==> config.mk <==
export PLATFORM = sky130hd
export DESIGN_NAME = fmadiv_iter
export DESIGN_NICKNAME = d
export VERILOG_FILES = /design/src/rtl/fmadiv_pkg.sv /design/src/rtl/fmadiv_iter_step.sv /design/src/rtl/fmadiv_iter.sv
export SDC_FILE = /design/constraint.sdc
export NUM_CORES = 1
export LEC_CHECK = 0
export BUFFER_PORTS_ARGS = -buffer_cell sky130_fd_sc_hd__clkbuf_2
export CAP_MARGIN = 20
export CORE_ASPECT_RATIO = 0.9
export CORE_MARGIN = 3
export CORE_UTILIZATION = 62
export CTS_BUF_LIST = sky130_fd_sc_hd__clkbuf_4
export DETAILED_ROUTE_END_ITERATION = 12
export PLACE_DENSITY = 0.88
export SLEW_MARGIN = 40
export SYNTH_ARGS = -nofsm -noshare
export SYNTH_HDL_FRONTEND = slang
export SYNTH_HIERARCHICAL = 1
export SYNTH_SLANG_ARGS = --single-unit
export TNS_END_PERCENT = 1
==> constraint.sdc <==
create_clock -name clk -period 7.2 [get_ports clk]
set_input_delay 0 -clock clk [delete_from_list [all_inputs] [get_ports clk]]
set_output_delay 0 -clock clk [all_outputs]
set_load 0.1 [all_outputs]
==> src/rtl/fmadiv_pkg.sv <==
// Shared widths, state encoding and helpers for the iterative significand divider.
// Build option FMADIV_RADIX4_EN retires two quotient bits per BUSY cycle.
package fmadiv_pkg;

    localparam int unsigned NE    = 5;
    localparam int unsigned NF    = 10;
    localparam int unsigned BIAS  = 15;

    localparam int unsigned EW    = NE + 2;
    localparam int unsigned MW    = NF + 1;
    localparam int unsigned RW    = NF + 2;
    localparam int unsigned QBITS = NF + 3;

`ifdef FMADIV_RADIX4_EN
    localparam int unsigned ITERS = (QBITS + 1) / 2;
    localparam int unsigned QW    = 2 * ITERS;
`else
    localparam int unsigned ITERS = QBITS;
    localparam int unsigned QW    = QBITS;
`endif

    localparam int unsigned CW    = $clog2(ITERS + 1);

    // Quotient bits produced beyond QBITS; they only feed the sticky bit.
    localparam int unsigned DROP      = QW - QBITS;
    localparam logic [QW-1:0] DROP_MASK = QW'((64'd1 << DROP) - 64'd1);

    typedef enum logic [1:0] {
        IDLE,
        BUSY,
        DONE
    } state_e;

    typedef struct packed {
        logic          sign;
        logic [EW-1:0] exp;
        logic          sticky;
        logic          dz;
        logic          nv;
    } res_t;

    function automatic logic [EW-1:0] quot_exp(input logic [NE-1:0] xe, input logic [NE-1:0] ye);
        return EW'(xe) - EW'(ye) + EW'(BIAS);
    endfunction

endpackage

==> src/rtl/fmadiv_iter_step.sv <==
// One combinational restoring-division step: compare, conditionally subtract, shift.
module fmadiv_iter_step
    import fmadiv_pkg::*;
(
    input  logic [RW-1:0] r,
    input  logic [MW-1:0] d,
    output logic          q_bit_c,
    output logic [RW-1:0] r_next_c
);

    logic [RW:0] diff;

    // Pre-shift partial remainder is always below D, so its top bit is zero.
    always_comb begin
        diff     = {1'b0, r} - (RW+1)'(d);
        q_bit_c  = ~diff[RW];
        r_next_c = q_bit_c ? {diff[RW-2:0], 1'b0} : {r[RW-2:0], 1'b0};
    end

endmodule

==> src/rtl/fmadiv_iter.sv <==
// Iterative unrounded significand divider X/Y with valid/ready handshakes.
// Define FMADIV_RADIX4_EN to cascade two restoring steps per BUSY cycle.
module fmadiv_iter
    import fmadiv_pkg::*;
(
    input  logic             clk,
    input  logic             reset_n,
    input  logic             in_valid,
    output logic             in_ready,
    input  logic             x_sign,
    input  logic             y_sign,
    input  logic             x_zero,
    input  logic             y_zero,
    input  logic [NE-1:0]    x_exp,
    input  logic [NE-1:0]    y_exp,
    input  logic [NF-1:0]    x_fract,
    input  logic [NF-1:0]    y_fract,
    output logic             out_valid,
    input  logic             out_ready,
    output logic             q_sign,
    output logic [EW-1:0]    q_exp,
    output logic [QBITS-1:0] q_fract,
    output logic             q_sticky,
    output logic             q_dz,
    output logic             q_nv
);

    state_e        state_q, state_d;
    logic [RW-1:0] r_q, r_d;
    logic [MW-1:0] d_q, d_d;
    logic [QW-1:0] q_q, q_d;
    logic [CW-1:0] cnt_q, cnt_d;
    res_t          res_q, res_d;
    logic          in_ready_q, in_ready_d;
    logic          out_valid_q, out_valid_d;

    logic          bit0_c;
    logic [RW-1:0] r1_c;
    logic [RW-1:0] r_step_c;
    logic [QW-1:0] q_step_c;

    fmadiv_iter_step u_step0 (
        .r        (r_q),
        .d        (d_q),
        .q_bit_c  (bit0_c),
        .r_next_c (r1_c)
    );

`ifdef FMADIV_RADIX4_EN
    logic          bit1_c;
    logic [RW-1:0] r2_c;

    fmadiv_iter_step u_step1 (
        .r        (r1_c),
        .d        (d_q),
        .q_bit_c  (bit1_c),
        .r_next_c (r2_c)
    );

    assign q_step_c = {q_q[QW-3:0], bit0_c, bit1_c};
    assign r_step_c = r2_c;
`else
    assign q_step_c = {q_q[QW-2:0], bit0_c};
    assign r_step_c = r1_c;
`endif

    always_ff @(posedge clk or negedge reset_n) begin
        if (!reset_n) begin
            state_q     <= IDLE;
            r_q         <= '0;
            d_q         <= '0;
            q_q         <= '0;
            cnt_q       <= '0;
            res_q       <= '0;
            in_ready_q  <= 1'b1;
            out_valid_q <= 1'b0;
        end else begin
            state_q     <= state_d;
            r_q         <= r_d;
            d_q         <= d_d;
            q_q         <= q_d;
            cnt_q       <= cnt_d;
            res_q       <= res_d;
            in_ready_q  <= in_ready_d;
            out_valid_q <= out_valid_d;
        end
    end

    always_comb begin
        state_d = state_q;
        r_d     = r_q;
        d_d     = d_q;
        q_d     = q_q;
        cnt_d   = cnt_q;
        res_d   = res_q;

        unique case (state_q)
            IDLE: begin
                if (in_valid) begin
                    res_d.sign   = x_sign ^ y_sign;
                    res_d.exp    = quot_exp(x_exp, y_exp);
                    res_d.sticky = 1'b0;
                    res_d.dz     = ~x_zero & y_zero;
                    res_d.nv     = x_zero & y_zero;
                    r_d          = RW'({1'b1, x_fract});
                    d_d          = {1'b1, y_fract};
                    q_d          = '0;
                    cnt_d        = '0;
                    // Zero operands bypass iteration with a cleared significand.
                    if (x_zero || y_zero) begin
                        res_d.exp = '0;
                        state_d   = DONE;
                    end else begin
                        state_d   = BUSY;
                    end
                end
            end
            BUSY: begin
                r_d   = r_step_c;
                q_d   = q_step_c;
                cnt_d = cnt_q + CW'(1);
                if (cnt_q == CW'(ITERS - 1)) begin
                    res_d.sticky = (r_step_c != '0) | ((q_step_c & DROP_MASK) != '0);
                    state_d      = DONE;
                end
            end
            DONE: begin
                if (out_ready) begin
                    state_d = IDLE;
                end
            end
            default: state_d = IDLE;
        endcase

        in_ready_d  = (state_d == IDLE);
        out_valid_d = (state_d == DONE);
    end

    assign in_ready  = in_ready_q;
    assign out_valid = out_valid_q;
    assign q_sign    = res_q.sign;
    assign q_exp     = res_q.exp;
    assign q_fract   = q_q[QW-1 -: QBITS];
    assign q_sticky  = res_q.sticky;
    assign q_dz      = res_q.dz;
    assign q_nv      = res_q.nv;

endmodule

==> results of run 1 <==
-- per-layer routing --
layer | up-vias | global-route usage [%] | part of all wire, %
li1 | 1402 | - | -
met1 | 1442 | 34.3 | 41
met2 | 133 | 47.8 | 48
met3 | 30 | 5.14 | 7.9
met4 | 0 | 9.26 | 2.3
met5 | - | 0 | 0
-- worst max-delay path, stage by stage, from the launching register on --
cell and delay (ps):
dfrtp_1 420, inv_1 60, ha_1 230, fa_1 450, nor2b_4 160, o31a_4 170, o21ai_2 80, nand2_2 250
mux2_4 340, nor4_1 260, nand3_1 100, nand2_1 70, o21ai_0 70
-- stage by stage --
stage	instance area, sq um	setup WS [ps]
5_1_grt	3980	4310
2_1_floorplan	3300	4700
6_report	3980	4430
4_1_cts	3980	4360
3_5_place_dp	3650	4490
3_3_place_gp	3640	4560
-- state kept, by name, summed over array words and instances (netlist names) --
register   cells
out_valid      1
q_fract       13
q_sign         1
in_ready       1
q_dz           1
q_nv           1
q_sticky       1
r_q           12
q_exp          7
d_q           11
state_q        2
cnt_q          4
-- cell families after synthesis --
group | count (synthesis)
fa+ha+maj | 21
flops | 55
mux | 6
compound gates | 106
other cells | 1
buf+inv | 39
simple gates | 107
xor+xnor | 13
-- report_power, final --
| part | internal [mW] | switching (mW) | total (mW) |
|---|---|---|---|
| Sequential | 0.411 | 0.108 | 0.519 |
| Clock | 0.0413 | 0.107 | 0.148 |
| Combinational | 0.483 | 0.845 | 1.33 |
| Total | 0.935 | 1.06 | 1.99 |
-- cell type report --
type | instances | area (sq um) | share of cell area, %
clock buffers | 5 | 37.5 | 0.943
flip-flops and latches | 55 | 1380 | 34.6
clock inverters | 3 | 27.5 | 0.691
repair buffers | 91 | 591 | 14.8
well taps | 65 | 81.3 | 2.04
inverters | 23 | 86.3 | 2.17
multi-input cells | 254 | 1780 | 44.7
-- path summary, 6_finish.rpt --
path	from	endpoint	slack, ps	depth (start not counted)
setup reg to reg	r_q[0]	q_sticky	4430	12
min in group asynchronous	reset_n	r_q[8]	250	3
hold / removal	out_ready	out_valid	40	4
hold reg to reg	d_q[10]	d_q[10]	500	1
max in group asynchronous	reset_n	q_nv	6490	3
setup / recovery	r_q[0]	q_sticky	4430	12
-- cells in the final DEF, fill, tap and decap left out, types with 16 or more instances in the layout --
| master | Yosys | routed |
|---|---|---|
| dlygate4sd3_1 | 0 | 26 |
| inv_1 | 23 | 23 |
| clkbuf_2 | 0 | 63 |
| ha_1 | 19 | 19 |
| nand2_1 | 47 | 47 |
| dfrtp_1 | 54 | 54 |
| a22o_1 | 16 | 16 |
| o21ai_0 | 19 | 19 |
| a21oi_1 | 23 | 23 |
==> impl_metrics.py, run 1 <==
metrics = {
    "run_status": {
        "status": "finished clean",
    },
    "route": {
        "ant_nets": 0,
        "drtIter0Drc": 230,
        "vias": 3007,
        "dr.pass1.iters": 5,
        "drc": 0,
        "drt_wl_total_mm": 8.16,
        "drt-wirelength-per-cell_um": 16.4,
        "routed_via_density": 6.06,
    },
    "sta": {
        "final_max_slew_viol_count": 0,
        "fin_hold_ws_ps": 43.1,
        "tightest_slew_ps": 681,
        "slew_headroom_pct": 54.6,
        "skew_ps": 10.3,
        "finalCritPeriodShare_pct": 38.5,
        "post-route-min-period_ps": 2770,
        "setup_tns_ps": 0,
        "rsz0062_at_grt": "false",
        "hold_violations": 0,
        "setup_viol": 0,
        "fmax_mhz": 361,
    },
    "placed_design": {
        "placedCellCount": 462,
        "dp_hpwl_mm": 5.68,
        "port_buffers": 63,
        "gp_congestion": 0.928,
    },
    "floorplanning": {
        "die_w_um": 82.9,
        "initial_utilization_pct": 66.2,
        "io_pins": 64,
        "dieArea_sq_um": 6230,
        "std_cell_rows": 24,
        "die_h_um": 75.2,
        "coreArea_sq_um": 4980,
    },
    "synth": {
        "netlist_top_cells_area": "dfrtp_1 41%, ha_1 7.2%, nand2_1 5.3%, a22o_1 4.2%, a21oi_1 3.5%",
        "synthXorXnorAreaFrac_pct": 3.45,
        "synth_enable_flop_cells": 0,
        "yosys-top-cells-count": "54 x dfrtp_1, 47 x nand2_1, 23 x a21oi_1, 23 x inv_1",
        "ys_types": 57,
        "synth_largest_area_cell": "dfrtp_1",
        "syn_nets": 407,
        "netlist.area_leader.share_pct": 41.0,
        "synth_compound_area_share_pct": 23.0,
        "synth_top_family_by_area": "compound AO/OA/AOI/OAI gates",
        "synth_most_common_cell": "dfrtp_1",
        "async_flop_share_pct": 100,
        "synth-warning-count": 6,
        "synthAdderAreaFrac_pct": 8.42,
        "muxShareOfSynthArea_pct": 2.62,
        "synthesis.instances": 348,
        "ys_seq_area_share_pct": 41.8,
        "yosys.area_share.simple_pct": 15.9,
        "synth_seq_cells": 55,
        "synth-main-ff-cell": "dfrtp_1",
        "synth_area_sq_um": 3300,
        "syn_area_per_cell_sq_um": 9.48,
    },
    "setup_path": {
        "crit_arrival_ps": 3050,
        "startpoint_type": "flop",
        "cp_max_fo": 11,
        "worstSetupEndpointType": "flop",
        "crit_type": "reg2reg",
        "required_ps": 7480,
    },
    "final_layout": {
        "fill_cells": 345,
        "post-route-util_pct": 79.9,
        "areaGrowthSynthToFinish_pct": 20.7,
        "final_cells": 496,
        "drive_above_1_share_pct": 21.6,
        "layout.nets": 489,
        "antenna_cells": 0,
    },
    "clock_tree": {
        "numClockSinks": 55,
        "clockRootBuffer": "clkbuf_4",
        "cts_max_path_buffers": 2,
        "htreeDepth": 2,
        "cts-buffers-inserted": 5,
        "post_cts_buffers": 0,
        "clk_pin_slew_ps": 170,
        "cts-hold-fix-buffers": 26,
        "cts_tree": "yes",
        "clk_latency_ps": 380,
        "cts_resized": 0,
    },
    "hold_path": {
        "hp-class": "in2reg",
    },
    "grt": {
        "grt_max_degree": 56,
        "grt_first_pass_wirelength_mm": 13.7,
        "first_global_vias": 2956,
        "antenna_found_initial": 0,
        "grt_usage_pct": 27.1,
        "grt-ovfl-total": 0,
    },
    "power_and_ir_drop": {
        "power_mw": 1.99,
        "power_leakage_nw": 1.98,
        "ir_drop_mv": 0.343,
        "power.density_nw_per_um2": 501,
    },
    "job": {
        "cap_violations": 0,
    },
}
Power figures use the tool's default switching activity.
==> inputs of run 2 (changes only) <==
- CORE_UTILIZATION: 62 -> 52
- PLACE_DENSITY: 0.88 -> 0.79
- clock period: 7.2 -> 2.25 ns (I/O delays scaled with it)
==> run 2 against run 1 <==
  * The run now ends with setup timing left
  * Critical path depth increased by 1
  * Worst hold slack worse by 28 ps
  * Critical path type unchanged
  * Sequential share of layout area is 4.1 points lower
  * Die area is 18% higher
==> impl_metrics.py, run 2 (same netlist as run 1, synthesis figures left out) <==
metrics = {
    "sta": {
        "skew_ps": 13.4,
        "worst_slack_ps": -316,
        "fmax_mhz": 390,
        "post-route-min-period_ps": 2570,
        "finalCritPeriodShare_pct": 114,
        "setup_viol": 10,
        "slew_headroom_pct": 54.4,
        "tightest_slew_ps": 684,
        "final_max_slew_viol_count": 0,
        "rsz0062_at_grt": "true",
        "setup_tns_ps": -1550,
        "hold_violations": 0,
    },
    "floorplanning": {
        "die_h_um": 81.6,
        "dieArea_sq_um": 7340,
        "io_pins": 64,
        "die_w_um": 90.0,
        "coreArea_sq_um": 5920,
        "initial_utilization_pct": 55.7,
        "std_cell_rows": 26,
    },
    "power_and_ir_drop": {
        "power_leakage_nw": 2.26,
        "ir_drop_mv": 1.05,
        "power.density_nw_per_um2": 1780,
    },
    "route": {
        "wl_met3_um": 566,
        "routed-wl-met2_mm": 4.63,
        "drc": 0,
        "vias": 3157,
        "dr.pass1.iters": 4,
        "wl_met1_mm": 3.87,
        "drtIter0Drc": 203,
        "routed_via_density": 5.57,
        "routed.top_layer": "met4",
        "drt-wirelength-per-cell_um": 16.3,
        "ant_nets": 0,
        "drt_wl_total_mm": 9.24,
    },
    "clock_tree": {
        "cts_tree": "yes",
        "htreeDepth": 2,
        "clk_latency_ps": 400,
        "cts-buffers-inserted": 5,
        "clockRootBuffer": "clkbuf_4",
        "numClockSinks": 55,
        "clk_pin_slew_ps": 180,
        "cts_max_path_buffers": 2,
    },
    "setup_path": {
        "r2r_cells": 13,
        "critical_path.top_delay_family": "simple AND/OR/NAND/NOR gates",
        "cp_num_cells": 13,
        "path_cells": "inv_1, ha_2, fa_2, nor2b_4, o31a_4, o21ai_4, nand2_4, buf_4, mux2_4, nor4_2, nand3_1, nand2_1, o21ai_0",
        "crit_path_max_incr_delay_ps": 410,
        "cp_max_fo": 5,
        "startpoint": "r_q[0]",
        "crit_slowest_cell": "dfrtp_1",
        "crit_arrival_ps": 2860,
        "critPathBufInv": 2,
        "worstSetupEndpointType": "flop",
        "crit_type": "reg2reg",
        "required_ps": 2540,
        "startpoint_type": "flop",
        "reg2reg_from": "r_q[0]",
    },
    "final_layout": {
        "final_common_cell": "clkbuf_2",
        "final_cells": 567,
        "fill_cells": 423,
        "antenna_cells": 0,
        "fin_area_sq_um": 4520,
        "layout.nets": 541,
        "areaGrowthSynthToFinish_pct": 37.0,
        "drive_above_1_share_pct": 33.5,
        "post-route-util_pct": 76.3,
        "largest_register_ffs": 13,
        "final_cell_mix": "63 x clkbuf_2, 54 x dfrtp_1, 54 x buf_4",
    },
    "placed_design": {
        "post_dp_cell_area_sq_um": 4030,
        "dp_hpwl_mm": 6.21,
        "place_ws_ps": -324,
        "gp_congestion": 0.929,
        "placedCellCount": 529,
        "port_buffers": 63,
    },
    "hold_path": {
        "worstHoldPathCells": 4,
        "hp-class": "in2reg",
        "hp-start": "out_ready",
    },
    "grt": {
        "antenna_found_initial": 0,
        "first_global_vias": 3169,
        "grt-ovfl-total": 0,
        "grt_usage_pct": 25.3,
        "grt_first_pass_wirelength_mm": 14.9,
        "grt_max_degree": 56,
    },
    "job": {
        "cap_violations": 0,
    },
    "run_status": {
        "status": "complete, but fails checks",
        "violations": "setup timing",
    },
}
## run 2: metrics by stage
step,total power [mW],hold slack [ps]
after floorplan,4.95,-296
after global placement,6.57,166
after detailed placement,6.68,174
after CTS,7.59,3.12
after global routing,8.53,74.4
final,8.05,14.8
## run 2: final cells by class
class,instances,area [sq um],area share [%]
multi-input combinational,254,1900,42.1
sequential,55,1380,30.5
timing repair buffer,143,982,21.7
tap,84,105,2.33
inverter,23,86.3,1.91
clock buffer,5,37.5,0.831
clock inverter,3,28.8,0.637
## run 2: what timing repair did
action,in CTS,in global routing
hold buffers,25,0
endpoints found under the hold margin,80,0
setup endpoints to repair,11,12
pin swaps,6,4
resized for setup,16,14
buffers inserted,5,0
## run 2: worst register-to-register path: cells and delay by family, from the launching register on
family	cells	cell delay, ps
AOI/OAI and AO/OA	3	540
and+or+nand+nor	5	570
buffers and inverters	2	220
DFF	1	410
muxes	1	300
adders and majority gates	2	420
## run 2: layer usage
| layer | track usage (%) | up-vias |
|---|---|---|
| met5 | 0 | - |
| met4 | 5.50 | 0 |
| met3 | 3.85 | 19 |
| met2 | 47.4 | 116 |
| met1 | 31.4 | 1532 |
| li1 | - | 1490 |
## run 2: worst paths after layout
kind / endpoint / slack [ps]
setup / recovery: q_sticky / -320
hold / removal: out_valid / 10
setup reg to reg: q_sticky / -320
hold reg to reg: d_q[2] / 490
max in group asynchronous: d_q[4] / 1550
min in group asynchronous: q_fract[5] / 240
## run 2: power breakdown
group | internal, mW | switching (mW)
Sequential | 1.32 | 0.260
Combinational | 2.60 | 3.39
Clock | 0.135 | 0.351
Total | 4.05 | 4.00
==> inputs of run 3 (changes only) <==
- CORE_MARGIN: 3 -> default
- SETUP_SLACK_MARGIN: default -> 0.15
==> run 3 against run 2 <==
  * The run still ends with setup timing left
  * Utilization fell by 0.58 points
  * Power rose by 3.7%
  * Global-route usage rose by 1.8 points
  * Die area fell by 9.1%
  * First-iteration DRC count fell by 2.0%
  * Critical path depth fell by 1
  * Sequential share of layout area fell by 0.74 points
  * Count of clock-buffer cells in the layout did not move
  * Worst hold slack improved by 85 ps
  * Sequential power barely moved
  * Largest power group unchanged
==> impl_metrics.py, run 3 (same netlist as run 1, synthesis figures left out) <==
metrics = {
    "power_and_ir_drop": {
        "intPower_mw": 4.37,
        "combPwrFrac_pct": 73.4,
        "p_sw_mw": 3.98,
        "power_leakage_nw": 2.29,
        "pwr-share-seq_pct": 18.6,
        "clockPowerShare_pct": 8.0,
        "ir_drop_mv": 1.33,
        "p_sw_share_pct": 47.7,
        "power.density_nw_per_um2": 1800,
    },
    "setup_path": {
        "startpoint_type": "flop",
        "critPathBufInv": 1,
        "critical_path.top_delay_family": "simple AND/OR/NAND/NOR gates",
        "crit_type": "reg2reg",
        "reg2reg_from": "d_q[0]",
        "crit_slowest_cell": "dfrtp_1",
        "r2r_end": "q_sticky",
        "r2r_cells": 12,
        "cp_max_fo": 4,
        "reg2reg_slack_ps": -350,
        "crit_path_max_incr_delay_ps": 450,
        "crit_arrival_ps": 2880,
        "path_cells": "ha_4, fa_2, nor2b_4, o31a_4, o21ai_4, nand2_4, buf_6, mux2_4, nor4_2, nand3_1, nand2_1, o21ai_1",
        "worstSetupEndpointType": "flop",
        "required_ps": 2530,
    },
    "placed_design": {
        "dp_hpwl_mm": 5.87,
        "gp_congestion": 0.837,
        "port_buffers": 63,
        "placedCellCount": 535,
        "place_ws_ps": -321,
    },
    "grt": {
        "antenna_found_initial": 0,
        "grt_usage_pct": 27.1,
        "grt_first_pass_wirelength_mm": 14.2,
        "grt-ovfl-total": 0,
        "first_global_vias": 3056,
        "grt_max_degree": 56,
    },
    "clock_tree": {
        "cts_tree": "yes",
        "clockRootBuffer": "clkbuf_4",
        "cts_max_path_buffers": 2,
        "clk_pin_slew_ps": 170,
        "clk_latency_ps": 380,
        "cts-buffers-inserted": 5,
        "numClockSinks": 55,
        "htreeDepth": 2,
    },
    "final_layout": {
        "drive_above_1_share_pct": 35.0,
        "layout.nets": 544,
        "areaGrowthSynthToFinish_pct": 40.4,
        "final_cells": 573,
        "final_common_cell": "clkbuf_2",
        "final_cell_mix": "63 x clkbuf_2, 54 x dfrtp_1, 51 x buf_4",
        "fill_cells": 413,
        "antenna_cells": 0,
        "largest_register_ffs": 13,
    },
    "sta": {
        "worst_slack_ps": -354,
        "finalCritPeriodShare_pct": 116,
        "tightest_slew_ps": 689,
        "rsz0062_at_grt": "true",
        "hold_violations": 0,
        "setup_viol": 12,
        "final_max_slew_viol_count": 0,
        "fmax_mhz": 384,
        "skew_ps": 15.0,
        "slew_headroom_pct": 54.1,
        "post-route-min-period_ps": 2600,
    },
    "route": {
        "ant_nets": 0,
        "routed_via_density": 5.47,
        "drt-wirelength-per-cell_um": 15.5,
        "drt_wl_total_mm": 8.90,
        "drtIter0Drc": 199,
        "vias": 3134,
        "dr.pass1.iters": 5,
        "drc": 0,
    },
    "floorplanning": {
        "coreArea_sq_um": 6110,
        "initial_utilization_pct": 54.0,
        "io_pins": 64,
        "dieArea_sq_um": 6670,
        "die_h_um": 77.6,
        "std_cell_rows": 27,
        "die_w_um": 86.0,
    },
    "job": {
        "cap_violations": 0,
    },
    "run_status": {
        "violations": "setup timing",
        "status": "complete, but fails checks",
    },
    "hold_path": {
        "hp-class": "in2reg",
        "hp-start": "y_exp[0]",
        "min_to": "q_exp[1]",
        "worstHoldPathCells": 4,
    },
}
## run 3: cell types whose count changed in the layout (fill, tap and decap cells not counted), sizes merged
cell         before  now
dlygate4sd3      25   26
clkinv            2    0
inv              24   23
clkinvlp          0    1
buf              55   57
bufinv            0    2
## run 3: power by group through the flow
| stage | registers, mW | clock network (mW) | logic, mW |
|---|---|---|---|
| global placement | 1.55 | 0 | 5.03 |
| CTS | 1.54 | 0.678 | 5.54 |
| global route | 1.60 | 0.722 | 6.58 |
| detailed placement | 1.56 | 0 | 5.11 |
| finish | 1.56 | 0.665 | 6.12 |
| floorplan | 2.27 | 0 | 2.68 |
## run 3: area by class of cell
class | count | area [sq um] | share of cell area [%]
Tap cell | 87 | 109 | 2.35
Clock inverter | 3 | 67.6 | 1.46
Multi-Input combinational cell | 254 | 1930 | 41.6
Inverter | 23 | 86.3 | 1.86
Timing Repair Buffer | 146 | 1030 | 22.2
Clock buffer | 5 | 37.5 | 0.810
Sequential cell | 55 | 1380 | 29.7
## run 3: worst max path at each step
stage / slack (ps) / from / end / cells after the start
final: -350 / d_q[0] / q_sticky / 12
after global placement: -240 / r_q[0] / q_sticky / 13
after CTS: -280 / r_q[0] / q_sticky / 13
after global routing: -410 / d_q[0] / q_sticky / 12
after detailed placement: -320 / r_q[0] / q_sticky / 13
after floorplan: -190 / r_q[0] / q_sticky / 13
## run 3: tightest hold or removal path: stages
cell and delay (ps):
clkbuf_2 80, ha_1 160, ha_1 140, o31ai_1 70
## run 3: timing repair
action | in CTS | in global routing
hold buffers | 26 | 0
setup endpoints to repair | 12 | 14
setup buffers | 4 | 0
hold endpoints to repair | 77 | 0
resized for setup | 22 | 23
pin swaps | 9 | 11
## run 3: per-layer routing
layer	share of wire [%]	global-route usage, %	up-vias
met2	50	44.6	106
met5	0	0	-
li1	-	-	1501
met3	4.9	4.15	14
met4	1.7	6.33	0
met1	44	37.5	1513
## run 3: per-stage QoR
step	hold WS [ps]	cell area [sq um]	TNS [ps]	total power [mW]	utilization, %
after floorplan	-296	3300	-194	4.95	-
after global placement	167	4060	-692	6.58	66.4
after detailed placement	172	4060	-1230	6.67	66.4
after CTS	70.4	4520	-1010	7.76	74.0
after global routing	74.6	4630	-2060	8.90	75.8
final	99.5	4630	-1400	8.34	75.8
